<file path="src/rtl/alu32_result_stage_pkg.sv">
// Shared definitions for the ALU result stage.
// Holds the sel field codes, the {Z,N,C,V} flag bit ordering and the FIFO entry layout.
package alu32_result_stage_pkg;

   // sel[3:2] group code for arithmetic operations
   localparam logic [1:0] OP_ARITH = 2'b00;

   // Arithmetic sub-codes on sel[1:0]
   localparam logic [1:0] AR_TRANSFER = 2'b00;
   localparam logic [1:0] AR_ADD      = 2'b01;
   localparam logic [1:0] AR_SUB      = 2'b10;
   localparam logic [1:0] AR_DEC      = 2'b11;

   // Flag vector bit positions, packed as {Z,N,C,V}
   localparam int FLAG_Z = 3;
   localparam int FLAG_N = 2;
   localparam int FLAG_C = 1;
   localparam int FLAG_V = 0;

   typedef logic [3:0] flags_t;

   typedef struct packed {
      logic [31:0] f;
      flags_t      flags;
   } entry_t;

endpackage

</file>
<file path="src/rtl/alu32_result_stage_flag_gen.sv">
// Combinational status-flag generator for one ALU result.
// Ports: i_sel, i_a_msb, i_b_msb, i_f, i_cout in; o_flags = {Z,N,C,V} out.
module alu32_result_stage_flag_gen
   import alu32_result_stage_pkg::*;
(
   input  logic [3:0]  i_sel,
   input  logic        i_a_msb,
   input  logic        i_b_msb,
   input  logic [31:0] i_f,
   input  logic        i_cout,
   output flags_t      o_flags
);

   logic w_beff;

   // Effective B sign seen by the adder for each arithmetic sub-code
   always_comb begin
      w_beff = 1'b0;
      unique case (i_sel[1:0])
         AR_TRANSFER: w_beff = 1'b0;
         AR_ADD:      w_beff = i_b_msb;
         AR_SUB:      w_beff = ~i_b_msb;
         AR_DEC:      w_beff = 1'b1;
         default:     w_beff = 1'b0;
      endcase
   end

   always_comb begin
      o_flags = '0;
      o_flags[FLAG_Z] = (i_f == 32'd0);
      o_flags[FLAG_N] = i_f[31];
      if (i_sel[3:2] == OP_ARITH) begin
         o_flags[FLAG_C] = i_cout;
         // Overflow: operands agree in sign, result sign differs
         o_flags[FLAG_V] = (i_a_msb == w_beff) && (i_f[31] != i_a_msb);
      end
   end

endmodule

</file>
<file path="src/rtl/alu32_result_stage.sv">
// Registered ALU result stage: flag capture, result FIFO, overflow counter.
// Ports: clk/rst_n; in_* push side; out_* pop side; ovf_count/ovf_clr debug.
module alu32_result_stage
   import alu32_result_stage_pkg::*;
#(
   parameter int DEPTH = 2,
   parameter int CNT_W = 16
) (
   input  logic             clk,
   input  logic             rst_n,
   input  logic             in_valid,
   output logic             in_ready,
   input  logic [3:0]       in_sel,
   input  logic             in_a_msb,
   input  logic             in_b_msb,
   input  logic [31:0]      in_f,
   input  logic             in_cout,
   output logic             out_valid,
   input  logic             out_ready,
   output logic [31:0]      out_f,
   output logic             out_z,
   output logic             out_n,
   output logic             out_c,
   output logic             out_v,
   output logic [CNT_W-1:0] ovf_count,
   input  logic             ovf_clr
);

   localparam int AW = $clog2(DEPTH);
   localparam logic [AW:0]      PTR_ONE = 1;
   localparam logic [CNT_W-1:0] CNT_ONE = 1;

   entry_t           r_mem [DEPTH];
   logic [AW:0]      r_wptr;
   logic [AW:0]      r_rptr;
   logic [CNT_W-1:0] r_cnt;

   flags_t w_flags;
   entry_t w_head;
   logic   w_full;
   logic   w_empty;
   logic   w_push;
   logic   w_pop;

   alu32_result_stage_flag_gen u_flag_gen (
      .i_sel   (in_sel),
      .i_a_msb (in_a_msb),
      .i_b_msb (in_b_msb),
      .i_f     (in_f),
      .i_cout  (in_cout),
      .o_flags (w_flags)
   );

   // Extra pointer MSB separates full (MSBs differ) from empty (equal)
   assign w_empty = (r_wptr == r_rptr);
   assign w_full  = (r_wptr[AW] != r_rptr[AW]) &&
                    (r_wptr[AW-1:0] == r_rptr[AW-1:0]);

   assign in_ready  = !w_full;
   assign out_valid = !w_empty;
   assign w_push    = in_valid && !w_full;
   assign w_pop     = !w_empty && out_ready;

   always_ff @(posedge clk or negedge rst_n) begin
      if (!rst_n) begin
         r_wptr <= '0;
         r_rptr <= '0;
      end else begin
         if (w_push) r_wptr <= r_wptr + PTR_ONE;
         if (w_pop)  r_rptr <= r_rptr + PTR_ONE;
      end
   end

   // Storage needs no reset: pointers alone decide what is visible
   always_ff @(posedge clk) begin
      if (w_push) begin
         r_mem[r_wptr[AW-1:0]] <= '{f: in_f, flags: w_flags};
      end
   end

   // Clear has priority over a same-cycle overflow increment
   always_ff @(posedge clk or negedge rst_n) begin
      if (!rst_n) begin
         r_cnt <= '0;
      end else if (ovf_clr) begin
         r_cnt <= '0;
      end else if (w_push && w_flags[FLAG_V] && (r_cnt != '1)) begin
         r_cnt <= r_cnt + CNT_ONE;
      end
   end

   assign ovf_count = r_cnt;

   always_comb begin
      w_head = '0;
      if (!w_empty) w_head = r_mem[r_rptr[AW-1:0]];
   end

   assign out_f = w_head.f;
   assign out_z = w_head.flags[FLAG_Z];
   assign out_n = w_head.flags[FLAG_N];
   assign out_c = w_head.flags[FLAG_C];
   assign out_v = w_head.flags[FLAG_V];

endmodule

</file>
<file path="config.mk">
export PLATFORM = sky130hd
export DESIGN_NAME = alu32_result_stage
export DESIGN_NICKNAME = d
export VERILOG_FILES = /design/src/rtl/alu32_result_stage_pkg.sv /design/src/rtl/alu32_result_stage_flag_gen.sv /design/src/rtl/alu32_result_stage.sv
export SDC_FILE = /design/constraint.sdc
export NUM_CORES = 1
export LEC_CHECK = 0
export CORE_MARGIN = 5
export CORE_UTILIZATION = 45
export CTS_BUF_LIST = sky130_fd_sc_hd__clkbuf_8 sky130_fd_sc_hd__clkbuf_16
export CTS_CLUSTER_SIZE = 14
export DETAILED_ROUTE_END_ITERATION = 10
export PLACE_DENSITY = 0.76
export SLEW_MARGIN = 30
export SYNTH_ARGS = -nofsm -noshare
export SYNTH_HDL_FRONTEND = slang
export SYNTH_HIERARCHICAL = 1
export SYNTH_SLANG_ARGS = --single-unit
</file>
<file path="constraint.sdc">
create_clock -name clk -period 3 [get_ports clk]
set_clock_uncertainty 0.1 [all_clocks]
set_input_delay 0.6 -clock clk [delete_from_list [all_inputs] [get_ports clk]]
set_output_delay 0.6 -clock clk [all_outputs]
set_load 0.02 [all_outputs]
</file>
==> out/summary.md <==
The flow ran to the end, and the final reports show no timing, DRC or antenna violations. For the global router's overall resource usage, the log shows 0.158. Using the TritonRoute via totals, the vias-per-cell ratio works out to 5.28.

The worst hold path was traced through 2 stages. Setup repair after global routing left no endpoint under its margin. The slowest cell on the critical path was clkdlybuf4s50_1. The met2 capacity usage during global routing is 0.276. By area the synthesized netlist is led by edfxtp_1, dfrtp_1, mux2i_1. Counting distinct cell types in the post-synthesis netlist gives 45. The number of DRC markers in iteration 0 was 78; the worst hold margin was 527 ps. Share of the core filled with cells: 0.630. For this design, the CTS-stage hold fixing added 0 buffers. In this run, synthesis produced a sequential element count of 92. The fraction of power spent switching nets came out at 0.377. Cell depth of the worst flop-to-flop path: 5. The tools report the post-CTS setup buffer count as 0.

For this run, the number of standard cells in the final layout without fillers is 526. The worst path needs 2870 ps of the cycle, external delays included. Area share of xor/xnor cells in the synthesized design: 0.0190. The worst setup path is captured at a primary output.

Clock-pin slew was measured on the worst setup and hold paths at 80 ps. The family with the most delay on the worst path was buffers and inverters. The number of placement rows was 34. After synthesis, the mean cell area works out to 13.5 um2.

The number of global-route vias before repair was 2882. The post-detailed-route DRC marker count is 0, and the area added between synthesis and finish is 35.5%. The logs give 0 for the number of max-capacitance violations reported and 2776 for the vias after detailed routing. edfxtp_1 takes more of the synthesized area than any other cell. The required time of the critical path came out at 2300 ps. The detailed-placement wirelength estimate is 6200 um.

In this run the power density over the cells is 1040 mW/mm2. The share of synthesized area occupied by flip-flops and latches came out at 0.653. The met3 global-route usage was 0.0395. For this run, the number of Yosys warnings is 6.

The summed instance area of the synthesized netlist is 0.00408 mm2. The die extent in x works out to 105 um. The critical path arrival was 2170 ps; the number of input and output port buffers inserted was 97. The post-synthesis compound-gate area fraction was 0.0362; the starting utilization of the core area was 0.465. The internal power came out at 3.57 mW. The transition time at the pin with the least slew margin was 753 ps; the post-synth net total was 347. The post-synthesis adder-cell area fraction came out at 0.00307. Normalized max-slew margin: 0.493. TritonCTS built the clock tree. For the number of inserted filler cells in the final layout, the log shows 666.

By startpoint and endpoint, the worst setup path is classified as register to primary output. Static timing analysis puts the maximum clock frequency at 0.348 GHz. The post-route clock period utilization was 0.958.

After routing, the total negative slack on setup checks comes to 0 ps. The final count of hold timing violations is 0. The vertical die dimension is 105 um, and the net total in the final layout is 458. The logs give 2.16 mW for the net switching component of the power and 0 for the count of antenna diodes in the layout.

The tools report the setup violation total in the final timing report as 0. Top cell type's share of synthesized area: 0.531. Across the whole layout, storage elements account for 0.00266 mm2. The logs give 0.00136 mm2 for the area occupied by multi-input gates and 3 for the H-tree depth.

In the final routed layout, each cell accounts on average for 16.5 um. The final RePlAce weighted congestion is 0.833, and the post-route antenna net violation count is 0. The number of clock buffers added by TritonCTS is 9. The critical path goes through xor2_2, nor2_4, buf_4, nor2_1, clkdlybuf4s50_1. Post-synthesis simple-gate area fraction: 0.145. The die covers 0.0111 mm2. In this run the standard cell core region covers 0.00876 mm2.

In this run the worst hold path is classified as register to register. For the part of the power in combinational logic, the log shows 0.519. Fraction of layout cells with a size suffix above 1: 0.132. The run gives 0 as the global-route congestion overflow total. Maximum buffer depth of the clock tree: 2.

Entering global routing, the biggest net connects 40 pins. The most used flip-flop cell after synthesis was edfxtp_1. The clock sink total was 92. The run gives 0 as the max-slew violation count. Across the VDD grid, the largest voltage drop is 0.429 mV.

The tools report the global-route wire length before repair as 14000 um. The cell leakage power is 2.04 nW, and the multiplexer share of the synthesized area is 0.123. The design draws 5.73 mW. The sequential share of power is 0.324.

The peak-usage layer in the global routing report is met2. The largest family of logic cells by synthesized area is simple AND/OR/NAND/NOR gates. The number of primary I/O pins was 98; the routing usage on met1 was 0.196. Wires add up to 8660 um.

The largest single stage delay on the critical path is 610 ps. The peak fanout along the critical path was 11; the number of buffers and inverters on the critical path was 2. The total stage count of the critical path is 5.

Number of instances in the synthesized netlist: 302. The detailed-router iteration count before antenna repair was 4; the number of enable-type register cells in the synthesized netlist was 72. The worst setup path is launched from a register. Share of async-settable or async-resettable flops after synthesis: 0.217. The count of placed standard cells including taps came out at 509.

The number of antenna violations at the first check in global routing came out at 0. Clock tree synthesis selected as its root buffer the cell clkbuf_8. The logs give 0.157 for the part of the total power dissipated in the clock network and 340 ps for the later-pin clock latency in the skew report.
## cells in the final DEF, fill, tap and decap left out, types with 2 or more instances in the layout
| cell type | count |
|---|---|
| nand3_1 | 5 |
| edfxtp_1 | 72 |
| nand2b_1 | 3 |
| buf_12 | 2 |
| a211oi_1 | 5 |
| clkdlybuf4s50_1 | 97 |
| nor4_1 | 11 |
| xor2_2 | 2 |
| or4_1 | 3 |
| clkbuf_8 | 9 |
| nor2_1 | 50 |
| bufinv_16 | 2 |
| inv_6 | 2 |
| nand2_1 | 7 |
| xnor2_1 | 5 |
| a21oi_1 | 3 |
| nor2b_1 | 11 |
| o21ai_0 | 3 |
| nand4_1 | 6 |
| nor2_4 | 2 |
| dfrtp_1 | 19 |
| inv_1 | 6 |
| nor3_1 | 3 |
| mux2_2 | 9 |
| a2111oi_2 | 2 |
| mux2i_1 | 39 |
| buf_4 | 13 |
## power groups by stage
stage | Clock, mW | Sequential, mW | Combinational [mW]
after floorplan | 0 | 1.88 | 1.55
after global placement | 0 | 1.86 | 2.94
after detailed placement | 0 | 1.88 | 2.95
after CTS | 0.916 | 1.86 | 3.02
after global routing | 0.966 | 1.89 | 3.16
final | 0.897 | 1.85 | 2.97
## cell usage after synthesis (2+ instances only)
library cell / number
nand2b_1: 3
nor3_1: 3
nand2_1: 7
nor2_1: 52
and3_1: 2
nor2b_1: 11
buf_1: 2
a211oi_1: 5
a21oi_1: 3
mux2i_1: 39
inv_1: 5
buf_2: 4
nor4_1: 11
nand4_1: 6
nand3_1: 5
xnor2_1: 5
dfrtp_1: 20
clkbuf_1: 7
mux2_2: 9
or4_1: 3
xor2_1: 2
edfxtp_1: 72
a2111oi_2: 2
o21ai_0: 3
## through the flow
stage | setup WS [ps] | area [um2]
after global placement | 81.8 | 5280
after detailed placement | 8.59 | 5280
after CTS | 19.0 | 5520
after global routing | 26.2 | 5520
final | 127 | 5520
after floorplan | 54.7 | 4080
## worst min-delay path, stage by stage, from the launching register on
cell,delay (ps)
dfrtp_1,400
buf_4,140
xor2_1,60
## sequential cells by signal, indices dropped and copies added, names as in the netlist
name and cells:
r_rptr 2, r_mem 72, ovf_count 16, r_wptr 2
## cells by family after synthesis
logic type / after synthesis
AND/OR/NAND/NOR: 114
flip-flops: 92
multiplexers: 49
AO/OA/AOI/OAI: 19
buffers and inverters: 19
XOR/XNOR: 8
adder cells (fa/ha/maj): 1
## routing by layer
layer,share of wire,up-vias,wire length [um]
met5,0,-,0
met4,0.0075,0,65
met3,0.053,8,456
met2,0.50,82,4330
met1,0.44,1344,3810
li1,-,1342,-
## layout make-up
type / count / share of cell area
Tap cell: 108 / 0.0245
Clock buffer: 9 / 0.0224
Clock inverter: 7 / 0.0177
Multi-Input combinational cell: 192 / 0.247
Timing Repair Buffer: 113 / 0.203
Sequential cell: 92 / 0.482
Inverter: 5 / 0.00340
## what timing repair did
item / CTS / global route
endpoints found under the setup margin: 37 / 19
pin swaps: 1 / 0
gates resized for setup: 2 / 1
cloned: 1 / 0
## path summary, 6_finish.rpt
| path | start | end | slack (ps) |
|---|---|---|---|
| setup / recovery | r_rptr[0] | out_f[15] | 130 |
| hold / removal | r_wptr[1] | r_wptr[1] | 530 |
| setup reg to reg | r_rptr[1] | r_mem[0][17] | 770 |
| hold reg to reg | r_wptr[1] | r_wptr[1] | 530 |
| max in group asynchronous | rst_n | ovf_count[3] | 1660 |
| min in group asynchronous | rst_n | ovf_count[6] | 570 |
(Power assumes the default switching activity.)
